**src/rtl/packet_read_arbiter.sv**
```systemverilog
// Two-requester arbiter in front of the shared packet-buffer streamer.
// Define PACKET_ARBITER_RR_EN for round-robin; otherwise requester 0 has fixed priority.

`ifndef PACKET_BUFFER_SIZE
`define PACKET_BUFFER_SIZE 64
`endif

module packet_read_arbiter #(
    parameter int unsigned RAM_SIZE = `PACKET_BUFFER_SIZE,
    parameter int unsigned BYTE_LEN = 8,
    localparam int unsigned AW = $clog2(RAM_SIZE)
) (
    input  logic                clk,
    input  logic                rst,
    input  logic [1:0]          req,
    input  logic [AW-1:0]       req_start0,
    input  logic [AW-1:0]       req_start1,
    input  logic [AW-1:0]       req_end0,
    input  logic [AW-1:0]       req_end1,
    input  logic [1:0]          req_readclk,
    output logic [1:0]          gnt,
    output logic                sfm_start,
    output logic [AW-1:0]       sfm_read_start,
    output logic [AW-1:0]       sfm_read_end,
    output logic                sfm_readclk,
    input  logic                sfm_outclk,
    input  logic [BYTE_LEN-1:0] sfm_out,
    input  logic                sfm_done,
    output logic [1:0]          outclk,
    output logic [BYTE_LEN-1:0] out,
    output logic [1:0]          done
);

    typedef enum logic [1:0] {
        StIdle,
        StLoad,
        StStream,
        StRelease
    } state_e;

    state_e        r_state;
    state_e        w_state_next;
    logic [1:0]    r_gnt;
    logic          r_owner;
    logic          r_empty;
    logic [AW-1:0] r_start;
    logic [AW-1:0] r_end;

    logic          w_win;
    logic [AW-1:0] w_win_start;
    logic [AW-1:0] w_win_end;
    logic          w_win_empty;
    logic          w_accept;

`ifdef PACKET_ARBITER_RR_EN
    // Index of the most recently granted requester.
    logic r_ptr;

    always_comb begin
        w_win = 1'b0;
        if (req == 2'b11) begin
            w_win = ~r_ptr;
        end else begin
            w_win = req[1];
        end
    end

    always_ff @(posedge clk) begin
        if (rst) begin
            r_ptr <= 1'b0;
        end else if (w_accept) begin
            r_ptr <= w_win;
        end
    end
`else
    always_comb begin
        w_win = ~req[0];
    end
`endif

    assign w_win_start = w_win ? req_start1 : req_start0;
    assign w_win_end   = w_win ? req_end1   : req_end0;
    assign w_win_empty = (w_win_start == w_win_end);
    assign w_accept    = (r_state == StIdle) && (|req);

    always_ff @(posedge clk) begin
        if (rst) begin
            r_state <= StIdle;
        end else begin
            r_state <= w_state_next;
        end
    end

    always_comb begin
        w_state_next = r_state;
        sfm_start    = 1'b0;
        sfm_readclk  = 1'b0;
        outclk       = 2'b00;
        done         = 2'b00;
        unique case (r_state)
            StIdle: begin
                if (|req) begin
                    w_state_next = w_win_empty ? StRelease : StLoad;
                end
            end
            StLoad: begin
                sfm_start    = 1'b1;
                w_state_next = StStream;
            end
            StStream: begin
                sfm_readclk     = req_readclk[r_owner];
                outclk[r_owner] = sfm_outclk;
                done[r_owner]   = sfm_done;
                if (sfm_done) begin
                    w_state_next = StRelease;
                end
            end
            StRelease: begin
                // Empty packets complete here without ever touching the streamer.
                done[r_owner] = r_empty;
                w_state_next  = StIdle;
            end
            default: begin
                w_state_next = StIdle;
            end
        endcase
        if (rst) begin
            sfm_start   = 1'b0;
            sfm_readclk = 1'b0;
            outclk      = 2'b00;
            done        = 2'b00;
        end
    end

    always_ff @(posedge clk) begin
        if (rst) begin
            r_gnt   <= 2'b00;
            r_owner <= 1'b0;
            r_empty <= 1'b0;
            r_start <= '0;
            r_end   <= '0;
        end else if (w_accept) begin
            r_owner <= w_win;
            r_empty <= w_win_empty;
            r_start <= w_win_start;
            r_end   <= w_win_end;
            r_gnt   <= w_win_empty ? 2'b00 : (w_win ? 2'b10 : 2'b01);
        end else if ((r_state == StStream) && sfm_done) begin
            r_gnt <= 2'b00;
        end else if (r_state == StRelease) begin
            r_empty <= 1'b0;
        end
    end

    assign gnt            = rst ? 2'b00 : r_gnt;
    assign sfm_read_start = rst ? '0 : r_start;
    assign sfm_read_end   = rst ? '0 : r_end;
    assign out            = rst ? '0 : sfm_out;

endmodule

```
**config.mk**
```make
export PLATFORM = sky130hd
export DESIGN_NAME = packet_read_arbiter
export DESIGN_NICKNAME = d
export VERILOG_FILES = /design/src/rtl/packet_read_arbiter.sv
export SDC_FILE = /design/constraint.sdc
export NUM_CORES = 1
export LEC_CHECK = 0
export CAP_MARGIN = 20
export CORE_UTILIZATION = 30
export DETAILED_ROUTE_END_ITERATION = 12
export GPL_TIMING_DRIVEN = 1
export PLACE_DENSITY = 0.73
export SLEW_MARGIN = 10
export SYNTH_ARGS = -nofsm -noshare
export SYNTH_HDL_FRONTEND = slang
export SYNTH_SLANG_ARGS = --single-unit
```
**constraint.sdc**
```tcl
create_clock -name clk -period 1.4 [get_ports clk]
set_clock_uncertainty 0.05 [all_clocks]
set_input_delay 0.28 -clock clk [delete_from_list [all_inputs] [get_ports clk]]
set_output_delay 0.28 -clock clk [all_outputs]
set_load 0.02 [all_outputs]
```
Yosys cells after proc, flatten, opt, wreduce, memory -nomap -nowiden:

Cells that the tools add are included.

* reduce and logical (&&, ||, !) cells: 9
* bitwise operators: 4
* multiplexer cells: 29
* equality and inequality tests: 7
* magnitude comparators: 2

Operator list (count)
* $mux 6: 4
* $mux 2: 11
* $mux 1: 10
* $mux 8: 1
* $pmux 2 s4: 1
* $and 2x2->2: 3
* $eq 6x6->1: 1
* $eq 2x2->1 const B: 2
* $ne 2x2->1 const B: 2
* $pmux 2 s2: 1
* $reduce_and 2->1: 2
* $reduce_bool 2->1: 2
* $logic_and 1x1->1: 3
* $eq 2x1->1 const B: 1
* $logic_not 2->1: 1
* $lt 1x2->1 const B: 1
* $ne 2x1->1 const B: 1
* $reduce_or 2->1: 1
* $demux 1 s1: 1
* $ge 1x1->1 const B: 1
* $not 1->1: 1

* output and inout bits: 28
* flip-flop bits (word level): 18
* input port bits: 40
* logic and storage cells: 57

Longest topological paths before layout:

Gate-level depths: netlist of run 1.

* word-level depth: 7
* depth in mapped cells: 7
* mapped depth without buffers: 7

Worst setup path before layout of run 1:

Ideal clock, no wire load.

* path type: register to output
* start point: register r_state[0]
* end point: output port done[0]
* stages on the path, launching flop included: 7
* data required time: 1.070 ns
* setup slack: -0.276 ns
* path buffers: 0
* arrival time: 1.346 ns
* path through: dfxtp_1 inv_1 ha_1 nand2_1 nor2_1 a21oi_1 nor3_1

* word-level cells in the longest chain between the ends: 3
* elaborated cells on any way between the ends: 4
* those cells by class: eq/ne: 2; mux: 2

RTL lines
* start, declared: line 41 `state_e r_state;`
* start signal, assigned: line 88 `r_state <= StIdle;`
* start signal, assigned: line 90 `r_state <= w_state_next;`
* $eq 2x2->1: line 100 `unique case (r_state)`
* $pmux 2 s2 (*): line 100
* $mux 2 (*): line 127 `if (rst) begin`
* end, declared: line 31 `output logic [1:0] done`

Mark *: on every way between the ends. The rest lies on a longest branch, timed or not.

Worst setup path after layout of run 1:

* start point: input port sfm_done
* end point: output port done[0]

* word-level cells in the longest chain between the ends: 3

RTL lines
* start, declared: line 28 `input logic sfm_done,`
* $and 2x2->2 (no line)
* $pmux 2 s2: line 100
* $mux 2: line 127

No other way between the ends.

==> results of run 1 <==
[through the flow]
step / instance area (um^2) / power (W)
after global placement: 2130 / 0.00247
after floorplan: 1240 / 0.00172
after detailed placement: 2130 / 0.00251
after CTS: 2360 / 0.00339
final: 2560 / 0.00384
after global routing: 2560 / 0.00406
[logic make-up after synthesis]
| logic type | Yosys count | synth area share (%) |
|---|---|---|
| AOI/OAI and AO/OA | 24 | 11.2 |
| muxes | 14 | 11.6 |
| adders and majority gates | 5 | 5.17 |
| and+or+nand+nor | 60 | 29.4 |
| buffers and inverters | 10 | 4.24 |
| DFF | 18 | 29.8 |
| xor gates and xnor gates | 12 | 8.69 |
[power by group through the flow]
stage | clock network (W) | logic (W) | registers, W
final | 0.000435 | 0.00258 | 0.000827
after global routing | 0.000466 | 0.00275 | 0.000844
after CTS | 0.000443 | 0.00212 | 0.000822
after detailed placement | 0 | 0.00169 | 0.000815
after global placement | 0 | 0.00166 | 0.000810
after floorplan | 0 | 0.000920 | 0.000797
[worst min path at each step]
| stage | startpoint | to | slack [ps] | depth (start not counted) |
|---|---|---|---|---|
| floorplan | r_gnt[1]$_SDFFE_PP0P_ | r_gnt[1]$_SDFFE_PP0P_ | 390 | 2 |
| global placement | r_gnt[1]$_SDFFE_PP0P_ | r_gnt[1]$_SDFFE_PP0P_ | 400 | 2 |
| detailed placement | r_gnt[1]$_SDFFE_PP0P_ | r_gnt[1]$_SDFFE_PP0P_ | 420 | 2 |
| CTS | r_gnt[0]$_SDFFE_PP0P_ | r_gnt[0]$_SDFFE_PP0P_ | 430 | 2 |
| global route | req_end0[5] | r_end[5]$_SDFFE_PP0P_ | 390 | 3 |
| finish | req_end0[5] | r_end[5]$_SDFFE_PP0P_ | 370 | 3 |
[repair_timing]
item,CTS,global route
endpoints found under the setup margin,45,35
gates cloned,1,0
hold buffers,0,0
pin swaps,9,14
setup buffers,9,3
resized for setup,170,54
[flip-flops by register name, indices dropped and copies added (netlist names)]
register and flops:
r_end 6, r_start 6, r_gnt 2, r_state 2
r_empty 1, r_owner 1
[layout make-up]
cell class,instances,share of cell area [%]
multi-input cells,115,43.8
repair buffers,103,36.8
flip-flops and latches,18,14.3
well taps,48,2.34
clock buffers,4,2.15
inverters,3,0.634
[critical path: cells and delay by family]
kind                   cells  cell delay, ps
AO/OA/AOI/OAI              1              50
AND/OR/NAND/NOR            3             310
buffers and inverters      2             700
[cell usage in the layout, fill, tap and decap left out, drive strengths merged, types with 2 or more instances in the layout]
master	n
a21oi	18
buf	63
clkbuf	4
clkdlybuf4s15	2
clkdlybuf4s50	35
dfxtp	18
dlymetal6s2s	3
ha	5
inv	3
mux2i	14
nand2	2
nand2b	2
nand3	2
nand3b	2
nand4	2
nor2	6
nor2b	35
nor3	6
nor3b	2
o21ai	2
xnor2	8
xor2	4
[metal layers]
layer | wire length (um) | up-vias | track usage (%)
li1 | - | 683 | -
met1 | 1730 | 646 | 23.2
met2 | 2230 | 57 | 32.5
met3 | 279 | 6 | 3.99
met4 | 43 | 0 | 6.52
met5 | 0 | - | 0
[synthesized netlist by cell type]
cell type	instances	area share, %
mux2i_1	14	12
a211o_1	1	0.72
a31oi_1	1	0.52
o21ai_1	1	0.41
nand3b_1	2	1.2
nor3b_1	1	0.62
inv_1	3	0.93
clkbuf_1	1	0.31
nand2b_1	2	1.0
nor2_1	6	1.9
xor2_1	4	2.9
o21ai_0	1	0.41
nand3_1	2	0.83
a21oi_2	1	0.72
or3_1	1	0.52
nand2_1	2	0.62
buf_2	5	2.1
a211oi_1	1	0.62
xnor2_1	8	5.8
a21oi_1	17	7.0
nor3_1	6	2.5
ha_1	5	5.2
nand4_1	2	1.0
nor3b_2	1	1.0
dfxtp_1	18	30
o21a_2	1	0.72
buf_6	1	0.93
nor2b_1	35	18
==> impl_metrics.tcl, run 1 <==
set metrics [dict create \
    drive_above_1_share_pct 52.7 \
    crit_fanout 2 \
    fin_crit_sh_pct 120 \
    worst_path_max_delay_cell "clkdlybuf4s50_1" \
    hold_class "in -> reg" \
    slew_headroom_pct 74.1 \
    routedWlPerCell_um 14.7 \
    ys_seq_area_share_pct 29.8 \
    syn_area_mm2 0.00121 \
    wl_mm 4.28 \
    worst_hold_slack_ps 366 \
    critPathMaxStageDelay_ps 540 \
    ys_types 28 \
    multiInputGateArea_mm2 0.00112 \
    fmax_mhz 595 \
    drt.antenna.violating_nets 0 \
    seqPwrFrac_pct 21.5 \
    reg2reg_to "r_state[1]$_SDFFE_PP0P_" \
    seq_area_um2 365 \
    tns_ps -2510 \
    cts_sinks 18 \
    crit_end "done[0]" \
    crit_path_start_kind "input port" \
    placementRows 22 \
    setup_ws_ps -280 \
    die_w_um 65.5 \
    cap_violations 0 \
    grt_max_degree 15 \
    preCtsSetupSlack_ps -709 \
    syn_inst 143 \
    grt_pass1_wl_mm 6.29 \
    cts_buffers 3 \
    rr_worst_depth 8 \
    end_kind "output port" \
    required_ps 1070 \
    grt_usage_pct 19.0 \
    hold_viol 0 \
    synthesis.nets 188 \
    cts_root_buffer "clkbuf_8" \
    power.internal_w 0.00241 \
    clkLatencyLatePin_ps 250 \
    finalNonFillerCells 291 \
    core_area_mm2 0.00377 \
    synth.avg_cell_area_um2 8.46 \
    area_delta_synth_final_pct 112 \
    h-tree-depth 1 \
    drt_iter0_drc 29 \
    die_area_mm2 0.00429 \
    p_leak_nw 1.17 \
    drc 0 \
    tightestPinTransition_ps 388 \
    routed_via_density 4.78 \
    violations "negative setup slack" \
    crit_chain "clkdlybuf4s50_1 > nand2_4 > nor2_4 > a21oi_2 > nor3_2 > buf_4" \
    die_y_um 65.5 \
    finalWeightedCongestion 0.772 \
    final_util_pct 68.0 \
    combPwrFrac_pct 67.2 \
    cts_tree "built" \
    grt-ovfl-total 0 \
    clkPwrFrac_pct 11.3 \
    slew_violations 0 \
    io_pins 68 \
    grt_pass1_vias 1326 \
    port_buffers 67 \
    cts.clk_slew.worst_paths_ps 70 \
    setup_violations 22 \
    numPlacedInstances 275 \
    initial_core_util_pct 32.1 \
    min_period_ps 1680 \
    antenna_found_initial 0 \
    yosys_warnings 0 \
    final.fill_count 303 \
    diodes 0 \
    cp-startpoint "sfm_done" \
    peakVddDrop_uv 755 \
    run_status "complete, but fails checks" \
    ys_ff_latch 18 \
    hpwl_mm 2.61 \
    cp_data_arrival_time_ps 1350 \
    critPathKind "in -> out" \
    powerDensity_mw_per_mm2 1500 \
    rrSetupSlack_ps -200 \
    swShare_pct 37.3 \
    p_switching_w 0.00144 \
    dr.pass1.iters 2 \
    ctsLongestPathBuffers 2 \
    r2r_start "r_state[0]$_SDFFE_PP0P_" \
    rsz0062_at_grt "yes" \
    nets 289 \
    num_vias 1392 \
]
No activity file was read; power rests on OpenSTA's default activity.
==> run 2: changes to the inputs <==
Settings changed: SKIP_CTS_REPAIR_TIMING set to 1.
==> impl_metrics.tcl, run 2 (same netlist as run 1, synthesis figures left out) <==
set metrics [dict create \
    peakVddDrop_uv 720 \
    setup_ws_ps -287 \
    rrSetupSlack_ps -230 \
    critPathKind "in -> out" \
    grt_pass1_wl_mm 5.24 \
    die_y_um 65.5 \
    hold_end "r_start[5]$_SDFFE_PP0P_" \
    grt_usage_pct 15.6 \
    preCtsSetupSlack_ps -709 \
    h-tree-depth 1 \
    reg2reg_to "r_state[1]$_SDFFE_PP0P_" \
    grt-ovfl-total 0 \
    slew_violations 0 \
    fin_crit_sh_pct 121 \
    drc 0 \
    drt.antenna.violating_nets 0 \
    worst_hold_slack_ps 339 \
    initial_core_util_pct 32.1 \
    placementRows 22 \
    wl_mm 3.75 \
    violations "negative setup slack" \
    grt_pass1_vias 1191 \
    cts_buffers 3 \
    mostFrequentLayoutCell "nor2b_1" \
    powerDensity_mw_per_mm2 1370 \
    min-delay-start "req_start0[5]" \
    crit_fanout 2 \
    hpwl_mm 2.61 \
    cp_data_arrival_time_ps 1360 \
    final_cell_mix "nor2b_1, clkdlybuf4s50_1, buf_4" \
    die_area_mm2 0.00429 \
    clkLatencyLatePin_ps 250 \
    drive_above_1_share_pct 31.3 \
    hold_class "in -> reg" \
    cap_violations 0 \
    hold_path_depth 3 \
    setup_violations 21 \
    cts_root_buffer "clkbuf_8" \
    final_cell_area_mm2 0.00231 \
    min_period_ps 1690 \
    tns_ps -2700 \
    end_kind "output port" \
    place_area_mm2 0.00213 \
    port_buffers 67 \
    crit_path_start_kind "input port" \
    biggestRegsByFlops "r_end x6, r_start x6" \
    cts_sinks 18 \
    routedWlPerCell_um 13.4 \
    run_status "complete, but fails checks" \
    rr_worst_depth 8 \
    nets 279 \
    ctsLongestPathBuffers 2 \
    cts_tree "built" \
    slew_headroom_pct 83.0 \
    die_w_um 65.5 \
    final_util_pct 61.1 \
    tightestPinTransition_ps 248 \
    hold_viol 0 \
    drt_iter0_drc 40 \
    antenna_found_initial 0 \
    area_delta_synth_final_pct 90.6 \
    routed_via_density 4.75 \
    grt_max_degree 29 \
    diodes 0 \
    core_area_mm2 0.00377 \
    dr.pass1.iters 4 \
    io_pins 68 \
    r2r_start "r_state[0]$_SDFFE_PP0P_" \
    required_ps 1070 \
    fmax_mhz 593 \
    cts.clk_slew.worst_paths_ps 70 \
    finalWeightedCongestion 0.772 \
    num_vias 1334 \
    rsz0062_at_grt "yes" \
    p_leak_nw 1.21 \
]
==> run 2: cell types whose count changed in the layout (fill, tap and decap cells not counted), sizes merged <==
| cell | change |
|---|---|
| clkdlybuf4s50 | -5 |
| buf | -31 |
| dlymetal6s2s | +17 |
| clkbuf | +11 |
| clkdlybuf4s15 | -2 |
==> run 2: worst max-delay path by stage <==
| stage | start | end | slack, ps | depth (start not counted) |
|---|---|---|---|---|
| 4_1_cts | r_state[0]$_SDFFE_PP0P_ | done[0] | -750 | 7 |
| 3_3_place_gp | rst | outclk[1] | -690 | 5 |
| 5_1_grt | r_state[0]$_SDFFE_PP0P_ | done[0] | -360 | 7 |
| 2_1_floorplan | r_state[1]$_SDFFE_PP0P_ | r_state[1]$_SDFFE_PP0P_ | -70 | 7 |
| 6_report | sfm_done | done[0] | -290 | 6 |
| 3_5_place_dp | rst | out[4] | -710 | 5 |
==> run 2: cell type report <==
type / instances / area (um^2)
Fill cell: 341 / 1470
Multi-Input combinational cell: 115 / 916
Timing Repair Buffer: 93 / 891
Sequential cell: 18 / 368
Tap cell: 48 / 60.1
Clock buffer: 4 / 55.1
Inverter: 3 / 16.3
==> run 2: critical path, cell delays in order <==
cell             delay [ps]
clkdlybuf4s50_1         520
nand2_4                  70
nor2_4                  100
a21oi_2                  50
nor3_2                  170
buf_4                   160
==> run 2: stage by stage <==
| stage | cells | total power [W] |
|---|---|---|
| floorplan | 143 | 0.00172 |
| finish | 281 | 0.00316 |
| global placement | 275 | 0.00247 |
| CTS | 279 | 0.00295 |
| global route | 281 | 0.00338 |
| detailed placement | 275 | 0.00251 |
==> run 2: per-layer routing <==
| layer | track usage (%) | share of wire [%] | vias up |
|---|---|---|---|
| li1 | - | - | 662 |
| met1 | 19.7 | 43 | 603 |
| met2 | 25.6 | 48 | 64 |
| met3 | 3.65 | 7.8 | 5 |
| met4 | 5.71 | 1.0 | 0 |
| met5 | 0 | 0 | - |
==> run 2: power by group <==
group          internal, W  total (W)  leakage, nW  switching (W)
Clock             0.000250   0.000435       0.0288       0.000185
Sequential        0.000734   0.000824        0.151      0.0000904
Combinational      0.00102    0.00190         1.03       0.000887
==> run 3: changes to the inputs <==
Settings changed: CORE_UTILIZATION 30 to 34, PLACE_DENSITY 0.73 to 0.8.
==> impl_metrics.tcl, run 3 (same netlist as run 1, synthesis figures left out) <==
set metrics [dict create \
    run_status "complete, but fails checks" \
    violations "negative setup slack" \
    drive_above_1_share_pct 38.0 \
    r2r_start "r_state[0]$_SDFFE_PP0P_" \
    crit_path_start_kind "flop" \
    rsz0062_at_grt "yes" \
    final_cell_mix "clkdlybuf4s50_1, nor2b_1, buf_4" \
    slew_headroom_pct 76.4 \
    cp_data_arrival_time_ps 1420 \
    combPwrFrac_pct 64.3 \
    antenna_found_initial 0 \
    setup_violations 13 \
    biggestRegsByFlops "r_end x6, r_start x6" \
    ctsLongestPathBuffers 2 \
    slew_violations 0 \
    crit_chain "ha_1 > nor2_2 > a21oi_2 > nor3_2 > buf_4" \
    core_area_mm2 0.00336 \
    finalWeightedCongestion 0.703 \
    seq_area_um2 368 \
    cap_violations 0 \
    grt_max_degree 25 \
    fin_crit_sh_pct 125 \
    hold_end "r_owner$_SDFFE_PP0P_" \
    routed_via_density 4.83 \
    io_pins 68 \
    hold_viol 0 \
    multiInputGateArea_um2 931 \
    placementRows 21 \
    port_buffers 67 \
    wl_mm 3.98 \
    cts_tree "built" \
    finalPower_w 0.00324 \
    tightestPinTransition_ps 353 \
    initial_core_util_pct 36.0 \
    die_area_mm2 0.00380 \
    die_w_um 61.7 \
    place_area_mm2 0.00214 \
    critPathKind "reg -> out" \
    mostFrequentLayoutCell "clkdlybuf4s50_1" \
    end_kind "output port" \
    worst_path_max_delay_cell "dfxtp_4" \
    fmax_mhz 570 \
    hold_path_depth 2 \
    diodes 0 \
    grt_pass1_vias 1152 \
    reg2reg_to "r_state[0]$_SDFFE_PP0P_" \
    power.internal_w 0.00203 \
    area_delta_synth_final_pct 87.7 \
    p_leak_nw 1.01 \
    rrSetupSlack_ps -260 \
    swShare_pct 37.2 \
    worst-path-buf-inv 1 \
    final_cell_area_mm2 0.00227 \
    cts_buffers 3 \
    nets 283 \
    grt_pass1_wl_mm 4.91 \
    grt-ovfl-total 0 \
    cp_top_family "flip-flops" \
    cts_root_buffer "clkbuf_4" \
    cts_sinks 18 \
    h-tree-depth 1 \
    clkPwrFrac_pct 10.1 \
    critPathMaxStageDelay_ps 380 \
    powerDensity_mw_per_mm2 1430 \
    preCtsSetupSlack_ps -722 \
    rr_worst_depth 9 \
    crit_cells 5 \
    die_y_um 61.7 \
    min-delay-start "req[0]" \
    p_switching_w 0.00120 \
    setup_ws_ps -355 \
    min_period_ps 1750 \
    clkLatencyLatePin_ps 290 \
    required_ps 1070 \
    drc 0 \
    hold_class "in -> reg" \
    final.fill_count 299 \
    crit_fanout 4 \
    dr.pass1.iters 4 \
    peakVddDrop_uv 714 \
    num_vias 1367 \
    cts.clk_slew.worst_paths_ps 110 \
    grt_usage_pct 17.9 \
    seqPwrFrac_pct 25.6 \
    drt_iter0_drc 21 \
    routedWlPerCell_um 14.1 \
    drt.antenna.violating_nets 0 \
    hpwl_mm 2.59 \
]
-- run 3: worst max-delay path by stage --
stage / start / end / slack [ps]
3_3_place_gp: rst / outclk[1] / -690
6_report: r_state[0]$_SDFFE_PP0P_ / done[0] / -350
5_1_grt: r_state[0]$_SDFFE_PP0P_ / done[0] / -430
3_5_place_dp: rst / gnt[1] / -720
2_1_floorplan: r_state[1]$_SDFFE_PP0P_ / r_state[1]$_SDFFE_PP0P_ / -70
4_1_cts: r_state[0]$_SDFFE_PP0P_ / done[0] / -790
-- run 3: final cells by class --
type | count | share of cell area, %
Sequential cell | 18 | 16.2
Inverter | 3 | 0.716
Timing Repair Buffer | 96 | 38.0
Tap cell | 46 | 2.53
Multi-Input combinational cell | 116 | 41.0
Clock buffer | 4 | 1.60
-- run 3: worst register-to-register path, stage by stage (launching register included) --
cell	delay [ps]
dfxtp_4	390
inv_4	40
buf_4	140
ha_4	160
nor3b_4	150
a21oi_2	200
buf_4	150
buf_4	90
nor2_1	30
nor3_1	170
-- run 3: layer usage --
metal	part of all wire, %	global-route usage [%]	up-vias
li1	-	-	680
met1	39	19.8	614
met2	50	32.0	63
met3	8.0	5.04	10
met4	2.9	7.62	0
met5	0	0	-
-- run 3: power by group through the flow --
stage | Sequential, W | Clock, W | Combinational, W
detailed placement | 0.000813 | 0 | 0.00171
global route | 0.000847 | 0.000371 | 0.00224
CTS | 0.000802 | 0.000339 | 0.00173
floorplan | 0.000797 | 0 | 0.000920
global placement | 0.000807 | 0 | 0.00168
finish | 0.000828 | 0.000327 | 0.00208
-- run 3: through the flow --
step | util [%] | TNS, ps | cells | hold slack (ps)
floorplan | - | -124 | 143 | 389
global placement | 63.7 | -21860 | 272 | 399
detailed placement | 63.7 | -22320 | 272 | 407
CTS | 64.8 | -20650 | 276 | 422
global route | 67.5 | -3440 | 283 | 399
finish | 67.5 | -2490 | 283 | 387
